### src/rtl/spi_shift_master.sv
// SPI mode-0 master: shifts out a {opcode, nbits, pad, op_a} command frame and
// captures the slave's result word during the trailing periods of the same frame.
module spi_shift_master #(
  parameter int REG_WIDTH = 32,
  parameter int CLK_DIV   = 4
) (
  input  logic                 clock,
  input  logic                 reset,
  input  logic                 start,
  input  logic [3:0]           opcode,
  input  logic [4:0]           nbits,
  input  logic [REG_WIDTH-1:0] op_a,
  output logic                 busy,
  output logic                 done,
  output logic [REG_WIDTH-1:0] result,
  output logic                 sclk,
  output logic                 cs_n,
  output logic                 mosi,
  input  logic                 miso
);

  localparam int FRAME_W = REG_WIDTH + 16;
  localparam int NPER    = FRAME_W + REG_WIDTH;
  localparam int BW      = $clog2(NPER);
  localparam logic [7:0]    DIV_LAST = 8'(CLK_DIV - 1);
  localparam logic [BW-1:0] PER_LAST = BW'(NPER - 1);
  localparam logic [BW-1:0] RX_FIRST = BW'(FRAME_W);
  localparam logic [BW-1:0] BIT_ONE  = BW'(1);

  typedef enum logic [2:0] {S_IDLE, S_SETUP, S_XFER, S_HOLD, S_DONE} state_t;

  state_t                 state_q, state_d;
  logic [7:0]             cnt_q, cnt_d;
  logic [BW-1:0]          bit_q, bit_d;
  logic                   half_q, half_d;
  logic [FRAME_W-1:0]     tx_q, tx_d;
  logic [REG_WIDTH-1:0]   rx_q, rx_d;
  logic                   last_q, last_d;
  logic                   busy_q, busy_d;
  logic                   done_q, done_d;
  logic [REG_WIDTH-1:0]   result_q, result_d;
  logic                   sclk_q, sclk_d;
  logic                   cs_n_q, cs_n_d;
  logic                   mosi_q, mosi_d;
  logic                   active_s;

  // Next-state and output computation; pins are registered from the current state,
  // and last_q holds off a new start until the done pulse has been seen.
  always_comb begin
    state_d  = state_q;
    cnt_d    = cnt_q;
    bit_d    = bit_q;
    half_d   = half_q;
    tx_d     = tx_q;
    rx_d     = rx_q;
    last_d   = 1'b0;
    active_s = (state_q == S_SETUP) || (state_q == S_XFER);
    busy_d   = (state_q != S_IDLE);
    done_d   = last_q;
    result_d = last_q ? rx_q : result_q;
    sclk_d   = (state_q == S_XFER) && half_q;
    cs_n_d   = !(active_s || (state_q == S_HOLD));
    mosi_d   = active_s ? tx_q[FRAME_W-1] : 1'b0;

    case (state_q)
      S_IDLE: begin
        if (start && !last_q && !done_q) begin
          state_d = S_SETUP;
          cnt_d   = 8'd0;
          bit_d   = '0;
          half_d  = 1'b0;
          tx_d    = {opcode, nbits, 7'b0000000, op_a};
          rx_d    = '0;
        end else begin
          state_d = S_IDLE;
        end
      end
      S_SETUP: begin
        if (cnt_q == DIV_LAST) begin
          state_d = S_XFER;
          cnt_d   = 8'd0;
        end else begin
          cnt_d = cnt_q + 8'd1;
        end
      end
      S_XFER: begin
        // first cycle of the high half is the cycle sclk rises on the pin
        if (half_q && (cnt_q == 8'd0) && (bit_q >= RX_FIRST)) begin
          rx_d = {rx_q[REG_WIDTH-2:0], miso};
        end else begin
          rx_d = rx_q;
        end
        if (cnt_q != DIV_LAST) begin
          cnt_d = cnt_q + 8'd1;
        end else begin
          cnt_d = 8'd0;
          if (!half_q) begin
            half_d = 1'b1;
          end else begin
            half_d = 1'b0;
            tx_d   = {tx_q[FRAME_W-2:0], 1'b0};
            if (bit_q == PER_LAST) begin
              state_d = S_HOLD;
              bit_d   = '0;
            end else begin
              bit_d = bit_q + BIT_ONE;
            end
          end
        end
      end
      S_HOLD: begin
        if (cnt_q == DIV_LAST) begin
          state_d = S_DONE;
          cnt_d   = 8'd0;
        end else begin
          cnt_d = cnt_q + 8'd1;
        end
      end
      S_DONE: begin
        if (cnt_q == DIV_LAST) begin
          state_d = S_IDLE;
          cnt_d   = 8'd0;
          last_d  = 1'b1;
        end else begin
          cnt_d = cnt_q + 8'd1;
        end
      end
      default: begin
        state_d = S_IDLE;
      end
    endcase
  end

  // State, datapath and output registers with synchronous reset.
  always_ff @(posedge clock) begin
    if (reset) begin
      state_q  <= S_IDLE;
      cnt_q    <= 8'd0;
      bit_q    <= '0;
      half_q   <= 1'b0;
      tx_q     <= '0;
      rx_q     <= '0;
      last_q   <= 1'b0;
      busy_q   <= 1'b0;
      done_q   <= 1'b0;
      result_q <= '0;
      sclk_q   <= 1'b0;
      cs_n_q   <= 1'b1;
      mosi_q   <= 1'b0;
    end else begin
      state_q  <= state_d;
      cnt_q    <= cnt_d;
      bit_q    <= bit_d;
      half_q   <= half_d;
      tx_q     <= tx_d;
      rx_q     <= rx_d;
      last_q   <= last_d;
      busy_q   <= busy_d;
      done_q   <= done_d;
      result_q <= result_d;
      sclk_q   <= sclk_d;
      cs_n_q   <= cs_n_d;
      mosi_q   <= mosi_d;
    end
  end

  assign busy   = busy_q;
  assign done   = done_q;
  assign result = result_q;
  assign sclk   = sclk_q;
  assign cs_n   = cs_n_q;
  assign mosi   = mosi_q;

endmodule

### config.mk
export PLATFORM = sky130hd
export DESIGN_NAME = spi_shift_master
export DESIGN_NICKNAME = d
export VERILOG_FILES = /design/src/rtl/spi_shift_master.sv
export SDC_FILE = /design/constraint.sdc
export NUM_CORES = 1
export LEC_CHECK = 0
export BUFFER_PORTS_ARGS = -buffer_cell sky130_fd_sc_hd__buf_2
export CELL_PAD_IN_SITES_DETAIL_PLACEMENT = 0
export CELL_PAD_IN_SITES_GLOBAL_PLACEMENT = 1
export CORE_MARGIN = 2
export CORE_UTILIZATION = 38
export CTS_CLUSTER_DIAMETER = 30
export DETAILED_ROUTE_END_ITERATION = 8
export GPL_TIMING_DRIVEN = 0
export PLACE_DENSITY = 0.75
export SKIP_CTS_REPAIR_TIMING = 1
export SLEW_MARGIN = 5
export SYNTH_ARGS = -nofsm -noshare
export SYNTH_HDL_FRONTEND = slang
export SYNTH_SLANG_ARGS = --single-unit
### constraint.sdc
create_clock -name clock -period 2.2 [get_ports clock]
set_input_delay 0 -clock clock [delete_from_list [all_inputs] [get_ports clock]]
set_output_delay 0 -clock clock [all_outputs]
set_load 0.02 [all_outputs]
=== Word-level counts from Yosys, hierarchy flattened ===
Cells that the tools add are included.

* Register bits after elaboration: 137
* Input port bits: 45
* Output and inout port bits: 37
* Word-level logic and storage cells: 85

* Eq/ne operators: 15
* Reduce and logical (&&, ||, !) cells: 23
* Add/subtract/negate cells: 2
* Bitwise logic cells: 2
* Order comparisons: 1
* Multiplexer cells: 29

{| class="wikitable"
|+ Operator list
! cell !! count
|-
| two-way mux 48 bit || 3
|-
| case mux 48 bit (2 select lines) || 1
|-
| two-way mux 32 bit || 2
|-
| case mux 32 bit (2 select lines) || 1
|-
| two-way mux 7 bit || 4
|-
| two-way mux 8 bit || 3
|-
| case mux 8 bit (3 select lines) || 1
|-
| two-way mux 3 bit || 6
|-
| case mux 3 bit (5 select lines) || 1
|-
| case mux 7 bit (2 select lines) || 1
|-
| adder 8 x 1 -> 8 bit, second input constant || 1
|-
| == test 8 x 2 -> 1 bit, second input constant || 1
|-
| zero test 8 bit || 1
|-
| != test 2 x 1 -> 1 bit, second input constant || 4
|-
| != test 2 bit, second input constant || 4
|-
| != test 8 x 2 -> 1 bit, second input constant || 1
|-
| adder 7 x 1 -> 7 bit, second input constant || 1
|-
| == test 7 bit, second input constant || 1
|-
| greater-or-equal comparator 7 x 6 -> 1 bit, second input constant || 1
|-
| == test 3 x 2 -> 1 bit, second input constant || 2
|-
| AND reduction 3 bit || 2
|-
| AND reduction 6 bit || 1
|-
| nonzero test 3 bit || 2
|-
| logical AND 1 bit || 5
|-
| 13 further kinds || 22
|}

=== Logic depth before layout (Yosys ltp) ===
* Word-level depth: 5
* Depth in mapped cells: 9
* Gate-level depth less buffers: 5

=== Least setup slack after synthesis ===
No wires, ideal clock.

* Kind: reg-to-reg
* Start point: register cnt_q[1]
* End point: register tx_q[1]
* Arrival time: 1667 ps
* Period minus slack after synthesis: 1747 ps
* Path slack: 453 ps
* Required time: 2120 ps
* Cell stages (with the launch flop): 8
* Path buffers: 2
* Library setup time: 80 ps
* Path through: dfxtp_1 ha_1 nor4bb_1 and3_1 buf_2 clkbuf_1 nor3_1 a211oi_2

* Longest elaborated chain between the ends: 3

{| class="wikitable"
|+ RTL lines
! element !! RTL line !! source
|-
| from (decl) || 33 || <nowiki>logic [7:0] cnt_q, cnt_d;</nowiki>
|-
| from (signal assigned) || 152 || <nowiki>cnt_q <= cnt_d;</nowiki>
|-
| != test 8 x 2 -> 1 bit || 93 || <nowiki>if (cnt_q != DIV_LAST) begin</nowiki>
|-
| != test 2 bit (no line) || n/a ||
|-
| AND reduction 4 bit (no line) || n/a ||
|-
| to (signal assigned) || 155 || <nowiki>tx_q <= tx_d;</nowiki>
|-
| to (decl) || 36 || <nowiki>logic [FRAME_W-1:0] tx_q, tx_d;</nowiki>
|}

Every way passes these cells.
A chain may end at the register's enable or synchronous reset.

=== Final worst setup path ===
* Start point: register cnt_q[1]
* End point: register cnt_q[5]

* Longest elaborated chain between the ends: 3
* Elaborated cells on any way between the ends: 6
* Classes of those cells: add/sub (1); eq/ne (2); mux (3)

{| class="wikitable"
|+ RTL lines
! element !! RTL line !! source
|-
| adder 8 x 1 -> 8 bit (tied with other cells) || n/a ||
|-
| two-way mux 8 bit, on equally long branches || n/a ||
|-
| case mux 8 bit (3 select lines) * || 65 || <nowiki>case (state_q)</nowiki>
|}

Every way passes the cells marked *; elsewhere a longest branch is shown, timed or not.

==> summary.md <==
| Metric | Value |
|---|---|
| Power consumption | `5.69 mW` |
| Clk_skew | `14.9 ps` |
| GRT Overall Usage | `15.9%` |
| Cell count after synthesis | `582` |
| WL final | `13.0 mm` |
| DIE AREA | `16200 um^2` |
| Worst r2r path cells | `5` |
| Share of the synthesized area in the top cell type | `47.5%` |
| Number of I/O pins | `82` |
| Util after Layout | `49.2%` |
| Int Pwr | `4.45 mW` |
| Hold EP | `tx_q[44]` |
| Vias after detailed routing | `4616` |
| Gpl congestion | `0.834` |
| Clk buf depth | `2` |
| Kind of critical path | `reg2reg` |
| Sequential Power Share | `45.6%` |
| Ys Warns | `0` |
| Initial Util | `38.4%` |
| Final ANT Viol Nets | `0` |
| Net count after synthesis | `631` |
| Largest net degree at the start of global routing | `17` |
| Worst min-delay path startpoint | `opcode[0]` |
| Avg Inst Size Synth | `9.92 um^2` |
| Fillers | `1345` |
| Row count | `45` |
| Flops & latches, synth | `137` |
| Fin cells | `923` |
| CTS tree | `built` |
| Net switching power | `1.25 mW` |
| Final nets | `771` |
| Class of the worst hold path | `in2reg` |
| WHS | `-26.4 ps` |
| Share of layout cells above drive strength 1 | `21.6%` |
| Worst setup margin | `148 ps` |
| Final worst path period need | `2050 ps` |
| Initial antenna violation count | `0` |
| MaxCap Viol Count | `0` |
| Power share of the combinational group | `7.0%` |
| Sink Count | `137` |
| Sequential cell area | `2740 um^2` |
| Max Slew Vio Count | `0` |
| First-pass GRT wire length | `21.0 mm` |
| Tcrit/Tclk final | `93.3%` |
| Core outline area | `15000 um^2` |
| Status | `finished with violations` |
| Commonest non-fill, non-tap cell in the layout | `dfxtp_1` |
| Primary FF master, synth | `dfxtp_1` |
| Die Span Y | `127 um` |
| Post-synth ARST share | `0%` |
| Area Growth Syn to Fin | `28.2%` |
| Detailed-route wire length per cell | `14.0 um` |
| Num CTS Buffers | `17` |
| Dpl cells | `851` |
| Critical Path Fanout Max | `5` |
| DP HPWL | `8.90 mm` |
| Worst slew margin | `49.7%` |
| Number of DRC markers in iteration 0 | `206` |
| I/O Buffers | `81` |
| Worst EP required | `2460 ps` |
| Final setup vio count | `0` |
| Crit end category | `flip-flop` |
| Remaining global-route overflow | `0` |
| Critical path arrival | `2320 ps` |
| Sw frac | `21.9%` |
| Worst VDD drop | `0.496 mV` |
| Commonest non-fill, non-tap cells in the layout | `dfxtp_1, mux2i_1, buf_2` |
| H-tree levels | `4` |
| DRC Markers | `0` |
| Final hold vios | `2` |
| Pwr Density | `770 nW/um^2` |
| Drt pass-1 iters | `4` |
| Max Clk Rate | `487 MHz` |
| Worst-path clk slew | `50 ps` |
| Multi-input gate area | `2750 um^2` |
| Post-synth cell types | `44` |
| ANT cells | `0` |
| Clock power share | `47.4%` |
| Vias per cell | `5.00` |
| Worst Hold Depth | `3` |
| Startpoint types | `flip-flop` |
| R2r endpoint | `cnt_q[5]` |
| Mapped cell area | `5770 um^2` |
| Yosys top cell by area | `dfxtp_1` |
| Die W | `127 um` |
| Worst slack at placement | `-20.1 ps` |
| Worst r2r src | `cnt_q[1]` |
| Post-synth EDFFs | `0` |
| Vias in the first global route | `4400` |
| Reg2reg setup slack | `150 ps` |
| Failing checks | `negative hold slack` |
| Most area-consuming cells after synthesis | `dfxtp_1, mux2i_1, nand2_1` |
| Clk Latency, worst-skew pair | `420 ps` |
| Worst-Margin Slew | `754 ps` |
| Leak pwr | `2.72 nW` |
| Post-synthesis sequential area ratio | `47.5%` |
| CTS root buffer | `clkbuf_16` |
## through the flow
step	hold slack, ps	TNS, ps	area, um^2
after CTS	-179	-35.6	6980
after detailed placement	259	-20.1	6410
after global placement	255	0	6410
after floorplan	142	0	5770
final	-26.4	0	7400
after global routing	-0.569	-1.98	7400
## cell type report
class | count | area share, %
Buffer | 48 | 3.77
Tap cell | 188 | 3.18
Multi-Input combinational cell | 392 | 37.2
Clock buffer | 25 | 6.83
Clock inverter | 7 | 0.879
Sequential cell | 137 | 37.1
Inverter | 5 | 0.254
Timing Repair Buffer | 121 | 10.8
## power by group through the flow
stage | logic (mW) | registers (mW) | clock network, mW
after global placement | 0.334 | 2.64 | 0
after CTS | 0.347 | 2.59 | 2.76
after detailed placement | 0.345 | 2.65 | 0
after floorplan | 0.239 | 2.64 | 0
final | 0.398 | 2.60 | 2.70
after global routing | 0.440 | 2.60 | 2.88
## state kept, by name, indices dropped and copies added, names as in the netlist
name	cells
done_d	1
state_q	3
cnt_q	8
cs_n	1
done	1
half_q	1
busy	1
rx_q	32
mosi	1
result	32
bit_q	7
tx_q	48
sclk	1
## critical path: stages, from the launching register on
cell and delay (ps):
dfxtp_1 370, ha_1 240, nor3b_1 460, a211oi_1 250, o21ai_0 500, a21oi_1 90
## cell families after synthesis
logic type,after synthesis,share of synthesized area [%]
muxes,105,18.2
DFF,137,47.5
buffers and inverters,53,5.05
and+or+nand+nor,194,16.4
xor gates and xnor gates,7,1.06
adders and majority gates,4,0.867
AOI/OAI and AO/OA,82,10.9
## synthesized netlist by cell type (3+ instances only)
master	instances
a211oi_1	32
a211oi_2	10
a21oi_1	7
a22o_1	7
a31oi_1	7
and3_1	8
buf_1	3
buf_2	17
buf_6	9
clkbuf_1	18
dfxtp_1	137
ha_1	4
inv_1	5
mux2i_1	105
nand2_1	72
nand3_1	8
nor2_1	41
nor3_1	44
o211ai_1	3
o21ai_0	9
or3_1	3
xor2_1	7
## worst max path at each step
stage,start,to,slack (ps)
3_3_place_gp,state_q[2],bit_q[4],10
5_1_grt,cnt_q[1],cnt_q[2],-2
6_report,cnt_q[1],cnt_q[5],150
3_5_place_dp,state_q[2],bit_q[4],-20
2_1_floorplan,cnt_q[1],tx_q[1],450
4_1_cts,state_q[2],bit_q[4],-40
## metal layers
metal	track usage [%]	part of all wire (%)	up-vias	routed length (um)
met5	0	0	-	0
met4	3.88	0.80	0	104
met3	5.53	4.9	13	634
met2	26.1	46	92	6020
met1	20.3	48	2162	6210
li1	-	-	2349	-
Note: power is estimated with default switching activity, not from simulation.
